<file path="src/rtl/seq_mult_pkg.sv">
// Shared types and helpers for the iterative signed multiplier.
// Holds state encoding, magnitude and saturating-shift functions.
package seq_mult_pkg;

    localparam int MAX_W = 64;

    typedef enum logic [1:0] {
        IDLE = 2'd0,
        CALC = 2'd1,
        DONE = 2'd2
    } state_t;

    typedef struct packed {
        logic             sat;
        logic [MAX_W-1:0] q;
    } sat_res_t;

    // Two's-complement magnitude; the most-negative value maps to 2^(W-1).
    function automatic logic [MAX_W-1:0] abs_u(input logic signed [MAX_W-1:0] x);
        logic [MAX_W-1:0] ux;
        ux = x;
        return x[MAX_W-1] ? (~ux + MAX_W'(1)) : ux;
    endfunction

    function automatic sat_res_t sat_shift(
        input logic signed [2*MAX_W-1:0] p,
        input int                        frac,
        input int                        w
    );
        logic signed [2*MAX_W-1:0] one;
        logic signed [2*MAX_W-1:0] sh;
        logic signed [2*MAX_W-1:0] hi;
        logic signed [2*MAX_W-1:0] lo;
        sat_res_t                  r;
        one = 1;
        sh  = p >>> frac;
        hi  = (one <<< (w - 1)) - one;
        lo  = -(one <<< (w - 1));
        r.sat = 1'b0;
        r.q   = sh[MAX_W-1:0];
        if (sh > hi) begin
            r.sat = 1'b1;
            r.q   = hi[MAX_W-1:0];
        end else if (sh < lo) begin
            r.sat = 1'b1;
            r.q   = lo[MAX_W-1:0];
        end
        return r;
    endfunction

endpackage

</file>
<file path="src/rtl/seq_mult_core.sv">
// Unsigned radix-2^BITS_PER_CYCLE shift-and-add datapath.
// Exposes the next accumulator value so the caller can register the final sum.
module seq_mult_core
    import seq_mult_pkg::*;
#(
    parameter int DATA_WIDTH     = 32,
    parameter int BITS_PER_CYCLE = 2
) (
    input  logic                    clk,
    input  logic                    rst,
    input  logic                    start,
    input  logic [DATA_WIDTH-1:0]   mcand,
    input  logic [DATA_WIDTH-1:0]   mplier,
    output logic                    done,
    output logic [2*DATA_WIDTH-1:0] acc_next
);

    localparam int N  = DATA_WIDTH / BITS_PER_CYCLE;
    localparam int PW = 2 * DATA_WIDTH;
    localparam int CW = (N > 1) ? $clog2(N) : 1;

    if (DATA_WIDTH % BITS_PER_CYCLE != 0) begin : g_bad_cfg
        $error("BITS_PER_CYCLE must divide DATA_WIDTH");
    end

    logic [PW-1:0]             acc;
    logic [PW-1:0]             mc_sh;
    logic [DATA_WIDTH-1:0]     sr;
    logic [CW-1:0]             count;
    logic                      run;
    logic [BITS_PER_CYCLE-1:0] digit;

    assign digit    = sr[BITS_PER_CYCLE-1:0];
    assign acc_next = acc + (mc_sh * PW'(digit));
    assign done     = run && (count == CW'(N - 1));

    // Multiplicand moves left as multiplier digits are retired LSB first.
    always_ff @(posedge clk or posedge rst) begin
        if (rst) begin
            acc   <= '0;
            mc_sh <= '0;
            sr    <= '0;
            count <= '0;
            run   <= 1'b0;
        end else if (start) begin
            acc   <= '0;
            mc_sh <= PW'(mcand);
            sr    <= mplier;
            count <= '0;
            run   <= 1'b1;
        end else if (run) begin
            acc   <= acc_next;
            mc_sh <= mc_sh << BITS_PER_CYCLE;
            sr    <= sr >> BITS_PER_CYCLE;
            if (done) begin
                run   <= 1'b0;
                count <= '0;
            end else begin
                count <= count + CW'(1);
            end
        end
    end

endmodule

</file>
<file path="src/rtl/seq_signed_mult.sv">
// Iterative signed multiplier with valid/ready handshakes on both sides.
// Define SEQ_MULT_SAT_EN to add the shifted, saturated dout_q/sat outputs.
module seq_signed_mult
    import seq_mult_pkg::*;
#(
    parameter int DATA_WIDTH     = 32,
    parameter int BITS_PER_CYCLE = 2,
    parameter int FRAC_BITS      = 16
) (
    input  logic                    clk,
    input  logic                    rst,
    input  logic                    in_valid,
    output logic                    in_ready,
    input  logic [DATA_WIDTH-1:0]   din1,
    input  logic [DATA_WIDTH-1:0]   din2,
    output logic                    out_valid,
    input  logic                    out_ready,
    output logic [2*DATA_WIDTH-1:0] dout,
`ifdef SEQ_MULT_SAT_EN
    output logic [DATA_WIDTH-1:0]   dout_q,
    output logic                    sat,
`endif
    output logic                    busy
);

    localparam int PW = 2 * DATA_WIDTH;

    if (DATA_WIDTH > MAX_W) begin : g_bad_width
        $error("DATA_WIDTH exceeds MAX_W");
    end
    if (FRAC_BITS < 0 || FRAC_BITS >= PW) begin : g_bad_frac
        $error("FRAC_BITS out of range");
    end

    state_t                state;
    state_t                next;
    logic                  load;
    logic                  core_done;
    logic                  sign_r;
    logic                  zero_r;
    logic [DATA_WIDTH-1:0] mag1;
    logic [DATA_WIDTH-1:0] mag2;
    logic [PW-1:0]         acc_next;
    logic [PW-1:0]         prod;
    logic                  finish;

    assign mag1   = DATA_WIDTH'(abs_u(MAX_W'(signed'(din1))));
    assign mag2   = DATA_WIDTH'(abs_u(MAX_W'(signed'(din2))));
    assign prod   = zero_r ? '0 : (sign_r ? -acc_next : acc_next);
    assign finish = (state == CALC) && core_done;

    seq_mult_core #(
        .DATA_WIDTH    (DATA_WIDTH),
        .BITS_PER_CYCLE(BITS_PER_CYCLE)
    ) u_core (
        .clk     (clk),
        .rst     (rst),
        .start   (load),
        .mcand   (mag1),
        .mplier  (mag2),
        .done    (core_done),
        .acc_next(acc_next)
    );

    always_ff @(posedge clk or posedge rst) begin
        if (rst) state <= IDLE;
        else     state <= next;
    end

    // In DONE, ready passes through so a new pair can load on the drain edge.
    always_comb begin
        next      = state;
        load      = 1'b0;
        in_ready  = 1'b0;
        out_valid = 1'b0;
        busy      = 1'b0;
        unique case (state)
            IDLE: begin
                in_ready = !rst;
                if (in_valid) begin
                    load = 1'b1;
                    next = CALC;
                end
            end
            CALC: begin
                busy = 1'b1;
                if (core_done) next = DONE;
            end
            DONE: begin
                out_valid = 1'b1;
                in_ready  = !rst && out_ready;
                if (out_ready) begin
                    if (in_valid) begin
                        load = 1'b1;
                        next = CALC;
                    end else begin
                        next = IDLE;
                    end
                end
            end
            default: next = IDLE;
        endcase
    end

    always_ff @(posedge clk or posedge rst) begin
        if (rst) begin
            sign_r <= 1'b0;
            zero_r <= 1'b0;
        end else if (load) begin
            sign_r <= din1[DATA_WIDTH-1] ^ din2[DATA_WIDTH-1];
            zero_r <= (din1 == '0) || (din2 == '0);
        end
    end

`ifdef SEQ_MULT_SAT_EN
    sat_res_t sres;

    assign sres = sat_shift((2*MAX_W)'(signed'(prod)), FRAC_BITS, DATA_WIDTH);

    always_ff @(posedge clk or posedge rst) begin
        if (rst) begin
            dout   <= '0;
            dout_q <= '0;
            sat    <= 1'b0;
        end else if (finish) begin
            dout   <= prod;
            dout_q <= DATA_WIDTH'(sres.q);
            sat    <= sres.sat;
        end
    end
`else
    always_ff @(posedge clk or posedge rst) begin
        if (rst)         dout <= '0;
        else if (finish) dout <= prod;
    end
`endif

endmodule

</file>
<file path="config.mk">
export PLATFORM = sky130hd
export DESIGN_NAME = seq_signed_mult
export DESIGN_NICKNAME = d
export VERILOG_FILES = /design/src/rtl/seq_mult_pkg.sv /design/src/rtl/seq_mult_core.sv /design/src/rtl/seq_signed_mult.sv
export SDC_FILE = /design/constraint.sdc
export NUM_CORES = 1
export LEC_CHECK = 0
export CORE_ASPECT_RATIO = 0.7
export CORE_UTILIZATION = 30
export DETAILED_ROUTE_END_ITERATION = 6
export DONT_BUFFER_PORTS = 1
export PLACE_DENSITY = 0.52
export SETUP_SLACK_MARGIN = 0.5
export SLEW_MARGIN = 20
export SYNTH_ARGS = -nofsm -noshare
export SYNTH_HDL_FRONTEND = slang
export SYNTH_SLANG_ARGS = --single-unit
</file>
<file path="constraint.sdc">
create_clock -name clk -period 15.4 [get_ports clk]
set_clock_uncertainty 0.15 [all_clocks]
set_input_delay 0.77 -clock clk [delete_from_list [all_inputs] [get_ports clk]]
set_output_delay 0.77 -clock clk [all_outputs]
set_load 0.005 [all_outputs]
</file>
==> results of run 1 <==
routing by layer:
metal | up-vias | track usage, % | share of wire, %
met2 | 555 | 27.11 | 39
met4 | 2 | 2.833 | 1.2
met1 | 8477 | 30.77 | 51
met3 | 45 | 5.057 | 8.5
met5 | - | 1.890 | 0.27
li1 | 8037 | - | -
cell usage in the layout (no fill, tap or decap), types with 8 or more instances in the layout:
master,count
sky130_fd_sc_hd__o41ai_1,17
sky130_fd_sc_hd__nand3b_1,10
sky130_fd_sc_hd__nand3_1,34
sky130_fd_sc_hd__and2_1,21
sky130_fd_sc_hd__or3_1,27
sky130_fd_sc_hd__xnor2_1,93
sky130_fd_sc_hd__o41ai_2,8
sky130_fd_sc_hd__o21ai_0,177
sky130_fd_sc_hd__inv_1,189
sky130_fd_sc_hd__mux2i_1,158
sky130_fd_sc_hd__ha_1,67
sky130_fd_sc_hd__and3_1,11
sky130_fd_sc_hd__o211ai_1,11
sky130_fd_sc_hd__or2_2,12
sky130_fd_sc_hd__clkbuf_16,25
sky130_fd_sc_hd__dfrtp_1,229
sky130_fd_sc_hd__a31oi_1,10
sky130_fd_sc_hd__nand4_1,42
sky130_fd_sc_hd__nand2_1,369
sky130_fd_sc_hd__nor3_1,32
sky130_fd_sc_hd__buf_4,19
sky130_fd_sc_hd__or4_1,21
sky130_fd_sc_hd__o31ai_1,39
sky130_fd_sc_hd__xor2_1,62
sky130_fd_sc_hd__nor2_1,191
sky130_fd_sc_hd__a21o_1,21
sky130_fd_sc_hd__o21ai_1,42
sky130_fd_sc_hd__nor4_1,15
sky130_fd_sc_hd__o21a_1,12
sky130_fd_sc_hd__a21oi_1,98
sky130_fd_sc_hd__fa_1,63
sky130_fd_sc_hd__a211oi_1,16
worst min-delay path by stage:
stage	from	endpoint	slack (ns)	cells after the start
3_5_place_dp	dout[17]	dout[17]	0.35	2
5_1_grt	din2[0]	u_core.sr[0]	0.18	2
6_report	din2[0]	u_core.sr[0]	0.16	2
4_1_cts	din2[0]	u_core.sr[0]	0.13	2
2_1_floorplan	dout[0]	dout[0]	0.32	2
3_3_place_gp	dout[17]	dout[17]	0.34	2
power by group through the flow:
stage                     registers [mW]  logic (mW)  clock network (mW)
final                               1.13        3.48               0.663
after floorplan                     1.01        2.47                   0
after global routing                1.17        3.83               0.700
after detailed placement            1.14        3.41                   0
after CTS                           1.13        3.43               0.684
after global placement              1.14        3.37                   0
final cells by class:
type,instances,area [µm²]
timing repair buffer,20,152.6
sequential,233,5838
tap,869,1087
antenna,1,2.502
multi-input combinational,1815,12480
clock buffer,31,688.2
inverter,190,720.7
fill,6757,42630
clock inverter,13,183.9
kinds of logic after synthesis:
group | count (synthesis) | share of synthesized area, %
AO/OA/AOI/OAI | 537 | 17.96
XOR/XNOR | 155 | 6.951
adder cells (fa/ha/maj) | 130 | 10.75
buffers and inverters | 315 | 6.272
flip-flops | 233 | 29.85
multiplexers | 160 | 8.213
AND/OR/NAND/NOR | 833 | 20.00
timing repair:
item	4_1_cts	5_1_grt
hold buffers	1	0
setup endpoints to repair	0	0
endpoints found under the hold margin	61	0
sequential cells by signal, summed over array words and instances (netlist names):
| name | count |
|---|---|
| dout | 64 |
| sign_r | 1 |
| state | 2 |
| u_core.acc | 64 |
| u_core.count | 4 |
| u_core.mc_sh | 64 |
| u_core.run | 1 |
| u_core.sr | 32 |
| zero_r | 1 |
metrics by stage:
step / instances / setup WS (ns) / area [µm²] / hold slack [ns]
global placement: 3126 / 8.746 / 20270 / 0.3391
global route: 3171 / 8.060 / 21150 / 0.1766
detailed placement: 3126 / 8.587 / 20270 / 0.3492
CTS: 3171 / 8.516 / 21150 / 0.1339
finish: 3172 / 8.258 / 21150 / 0.1637
floorplan: 2363 / 8.079 / 19530 / 0.3226
==> flow_summary.yaml, run 1 <==
setup_path:
  cp_data_arrival_time_ns: 7.45
  r2r-end: "dout[62]"
  worst_path_max_delay_cell: "sky130_fd_sc_hd__dfrtp_2"
  cp_cell_sequence: "buf_4 > nand2_1 > fa_1 > inv_1 > ha_1 > a211oi_2 > o21ai_1 > a221oi_4 > o21ai_2 > o21ai_1 > xnor2_1 > nor4_1 > o211ai_1 > nor4_2 > mux2i_1 > nand2_1"
  crit_type: "reg2reg"
  path_buf_inv: 2
  worstRegToRegCells: 16
  crit_path_max_incr_delay_ns: 0.80
  crit_path_max_fanout: 35
  worst_setup_path_startpoint: "u_core.sr[1]"
  critical_path_cell_count: 16
  timing.critical_path.from_type: "flip-flop"
  timing.rr.start: "u_core.sr[1]"
  crit_path_end_kind: "flip-flop"
  rrSetupSlack_ns: 8.26
  worstSetupEndpoint: "dout[62]"
  cp_top_family: "compound AO/OA/AOI/OAI gates"
  cp.required_ns: 15.71
sta:
  timing.max_slew.rel_slack_pct: 28.55
  timing.fmax_mhz: 140.0
  worstMarginPinSlew_ns: 1.062
  slew_violations: 0
  setup-violations-final: 0
  tns_ns: 0
  finalHoldViolCount: 0
  finalCriticalPeriod_ns: 7.142
  rsz0062_at_grt: "false"
  finalCritPeriodShare_pct: 46.38
floorplan:
  fp.dieW_um: 307.0
  placementRows: 77
  chipHeight_um: 215.5
  die_area_um2: 66140
  floorplan_core_area_um2: 63780
  initial_utilization_pct: 30.62
  top_level_ports: 135
power:
  power.leakage_nw: 9.920
  power_switching_share_pct: 54.87
  cell_internal_pwr_mw: 2.380
  design_power_total_mw: 5.275
  clockPowerShare_pct: 12.6
  p_per_area_nw_per_um2: 249.4
  irDropWorstVdd_mv: 0.08703
  power.share.combinational_pct: 66.0
  sequentialPowerShare_pct: 21.4
  power_switching_mw: 2.894
detailed_routing:
  antenna_violating_nets_post_route: 0
  avgViaCountPerCell: 5.396
  drt_pass1_iterations: 6
  post-route-drc-count: 0
  drt-initial-drc-count: 1420
  vias: 17120
  avgRoutedWirePerCell_um: 20.79
  postRouteWirelength_um: 65950
job:
  timing.max_cap.violations: 0
clock_network:
  cts_root_buffer: "sky130_fd_sc_hd__clkbuf_16"
  clock_insertion_delay_worst_skew_ns: 0.58
  cts_htree_levels: 1
  cts_tree: "built"
  cts.path.max_buffers: 3
  post-cts-setup-buffers: 0
  cts_num_sinks: 233
  clkTransAtPathRegs_ns: 0.07
  cts-resized-gates: 0
  num_cts_buffers: 25
logic_synthesis:
  synth-edff-count: 0
  synth.ff_latch_count: 233
  dominantRegCellSynth: "sky130_fd_sc_hd__dfrtp_1"
  yosys.cell_types.count: 95
  synth_top_cells_by_area: "sky130_fd_sc_hd__dfrtp_1 (30%), sky130_fd_sc_hd__mux2i_1 (8.1%), sky130_fd_sc_hd__nand2_1 (7.1%), sky130_fd_sc_hd__fa_1 (6.5%), sky130_fd_sc_hd__o21ai_0 (4.5%)"
  synth.avg_cell_area_um2: 8.265
  syn-cell-area_um2: 19530
  post-synth-top-area-fraction_pct: 29.85
  synthArstFlopShare_pct: 100.0
  post_synth_most_frequent_cells: "sky130_fd_sc_hd__nand2_1 (369), sky130_fd_sc_hd__dfrtp_1 (233), sky130_fd_sc_hd__nor2_1 (191), sky130_fd_sc_hd__inv_1 (190), sky130_fd_sc_hd__o21ai_0 (177)"
  synth_most_common_cell: "sky130_fd_sc_hd__nand2_1"
  yosys_warnings: 0
  synth.yosys.seq_area_share_pct: 29.85
  number_of_cells_produced_by_synthesis: 2363
  post_synth_net_total: 2561
  synth_top_cell_by_area: "sky130_fd_sc_hd__dfrtp_1"
finish:
  final_net_count: 2483
  post_route_cells_drive_above_1_share_pct: 5.604
  final_core_util_pct: 33.16
  area_delta_synth_final_pct: 8.303
status:
  outcome: "completed"
grt:
  grt_pass1_wl_um: 102700
  grt_start_max_net_pins: 108
  first_global_vias: 16850
  antenna_found_initial: 2
  grtUsageTotal_pct: 19.76
  global_route.overflow_total: 0
min_path:
  worst_hold_path_type: "in2reg"
placement:
  portBuffers: 0
  gp_congestion: 0.9378
  detailedPlacementHpwl_um: 51060
(Power assumes the default switching activity.)
==> run 2, diff against run 1 <==
- PLACE_DENSITY: 0.52 -> 0.53
- clock period: 15.4 -> 6.08 ns (I/O delays scaled with it)
==> run 2 against run 1 <==
Effect of this change: total power increased to 2.8 times the previous value; critical path depth grew 1; maximum frequency increased by 31%; critical path type unchanged; count of clock-buffer cells in the layout is 2 higher; via count up 3.9%; worst setup slack got worse by 7.6 ns; sequential power is 150% higher.
==> flow_summary.yaml, run 2 (synthesis gave the netlist of run 1 again) <==
floorplan:
  initial_utilization_pct: 30.62
  fp.dieW_um: 307.0
  floorplan_core_area_um2: 63780
  top_level_ports: 135
  placementRows: 77
  die_area_um2: 66140
  chipHeight_um: 215.5
setup_path:
  cp_data_arrival_time_ns: 5.77
  crit_path_max_incr_delay_ns: 0.59
  crit_type: "reg2reg"
  rrSetupSlack_ns: 0.62
  worstRegToRegCells: 17
  timing.critical_path.from_type: "flip-flop"
  r2r-end: "dout[62]"
  cp_cell_sequence: "clkbuf_16 > and2_1 > fa_1 > ha_4 > nand4_1 > a211oi_2 > a211oi_4 > xnor2_2 > or4_4 > or3_4 > nor2_4 > nand4b_1 > buf_12 > nor4_4 > buf_4 > mux2i_1 > nand2_1"
  crit_path_max_fanout: 12
  cp.required_ns: 6.39
  timing.rr.start: "u_core.sr[0]"
  worst_setup_path_startpoint: "u_core.sr[0]"
  worst_path_max_delay_cell: "sky130_fd_sc_hd__or4_4"
  crit_path_end_kind: "flip-flop"
power:
  irDropWorstVdd_mv: 0.2674
  power.leakage_nw: 10.85
  p_per_area_nw_per_um2: 620.5
finish:
  final_core_util_pct: 36.65
  nFillCells: 6665
  fin_cells: 3351
  post_route_cells_drive_above_1_share_pct: 11.44
  layout.cells.most_common_list: "sky130_fd_sc_hd__nand2_1 (369), sky130_fd_sc_hd__dfrtp_1 (229), sky130_fd_sc_hd__inv_1 (189), sky130_fd_sc_hd__nor2_1 (189), sky130_fd_sc_hd__o21ai_0 (168)"
  layout_commonest_cell: "sky130_fd_sc_hd__nand2_1"
  biggest_regs: "dout (64), u_core.acc (64), u_core.mc_sh (64)"
  final_net_count: 2661
  area_delta_synth_final_pct: 19.70
  insertedDiodeCount: 0
clock_network:
  cts_num_sinks: 233
  cts_root_buffer: "sky130_fd_sc_hd__clkbuf_16"
  num_cts_buffers: 25
  clock_insertion_delay_worst_skew_ns: 0.58
  cts_htree_levels: 1
  cts_tree: "built"
  cts.path.max_buffers: 3
  clkTransAtPathRegs_ns: 0.06
placement:
  detailedPlacementHpwl_um: 51650
  portBuffers: 0
  gp_congestion: 0.9685
  dp_cells: 3189
detailed_routing:
  antenna_violating_nets_post_route: 0
  drt-initial-drc-count: 1566
  drt_pass1_iterations: 5
  avgRoutedWirePerCell_um: 20.55
  post-route-drc-count: 0
  avgViaCountPerCell: 5.309
  vias: 17790
  postRouteWirelength_um: 68850
job:
  timing.max_cap.violations: 0
grt:
  grtUsageTotal_pct: 20.27
  global_route.overflow_total: 0
  grt_start_max_net_pins: 165
  grt_pass1_wl_um: 105200
  first_global_vias: 17600
  antenna_found_initial: 1
status:
  outcome: "completed"
sta:
  rsz0062_at_grt: "true"
  setup-violations-final: 0
  finalCritPeriodShare_pct: 89.87
  finalHoldViolCount: 0
  timing.max_slew.rel_slack_pct: 30.11
  tns_ns: 0
  hold_slack_ns: 0.03129
  timing.fmax_mhz: 183.0
  slew_violations: 0
  worstMarginPinSlew_ns: 1.040
  finalCriticalPeriod_ns: 5.464
min_path:
  hold_path_startpoint: "din1[2]"
  worst_hold_path_type: "in2reg"
  hold_crit_endpoint: "u_core.mc_sh[4]"
  worstHoldPathCells: 6
run 2: cell count changes in the layout (fill, tap and decap cells not counted), sizes merged:
cell         delta
dlygate4sd3    +98
buf            +78
clkinvlp        +5
clkbuf          +4
clkinv          -4
diode           -1
inv             -1
run 2: layer usage:
metal | vias up | global-route usage, % | wire [µm]
met4 | 0 | 3.317 | 1097
met1 | 8841 | 31.55 | 35020
li1 | 8400 | - | -
met2 | 487 | 27.27 | 26620
met5 | - | 0 | 0
met3 | 62 | 5.912 | 6113
run 2: area by class of cell:
cell class	count	area [µm²]	area share, %
multi-input combinational	1815	12940	55.37
sequential	233	5841	24.98
timing repair buffer	198	1878	8.034
tap	869	1087	4.651
inverter	190	716.9	3.067
clock inverter	13	193.9	0.8296
clock buffer	33	715.7	3.061
run 2: worst max-delay path, delay by kind of cell (launching register included):
family	cells	cell delay [ns]
AOI/OAI and AO/OA	2	0.52
xor gates and xnor gates	1	0.21
adders and majority gates	2	0.83
buffers and inverters	3	0.65
DFF	1	0.58
muxes	1	0.17
and+or+nand+nor	8	2.20
run 2: stage by stage:
| step | total power [mW] | area (µm²) | setup slack (ns) |
|---|---|---|---|
| after floorplan | 8.802 | 19530 | 0.9516 |
| after global placement | 11.95 | 20800 | 0.1348 |
| after detailed placement | 12.03 | 20800 | 0.06706 |
| after CTS | 13.92 | 22760 | 0.4666 |
| after global routing | 15.68 | 23380 | 0.4538 |
| final | 14.51 | 23380 | 0.6160 |
run 2: repair_timing:
action	CTS	global route
resized for setup	7	96
endpoints found under the hold margin	118	0
setup buffers	1	11
pin swaps	0	9
hold buffers	100	0
endpoints found under the setup margin	12	37
cloned	0	4
run 2: report_power, final:
group | total (mW) | switching (mW) | internal [mW]
clock | 1.71 | 0.702 | 1.00
combinational | 9.98 | 6.33 | 3.65
sequential | 2.82 | 0.611 | 2.20
total | 14.5 | 7.65 | 6.86
run 2: worst max path at each step:
stage | endpoint | slack, ns
floorplan | dout[59] | 0.95
global placement | dout[62] | 0.13
detailed placement | dout[62] | 0.07
CTS | dout[62] | 0.47
global route | dout[62] | 0.45
finish | dout[62] | 0.62
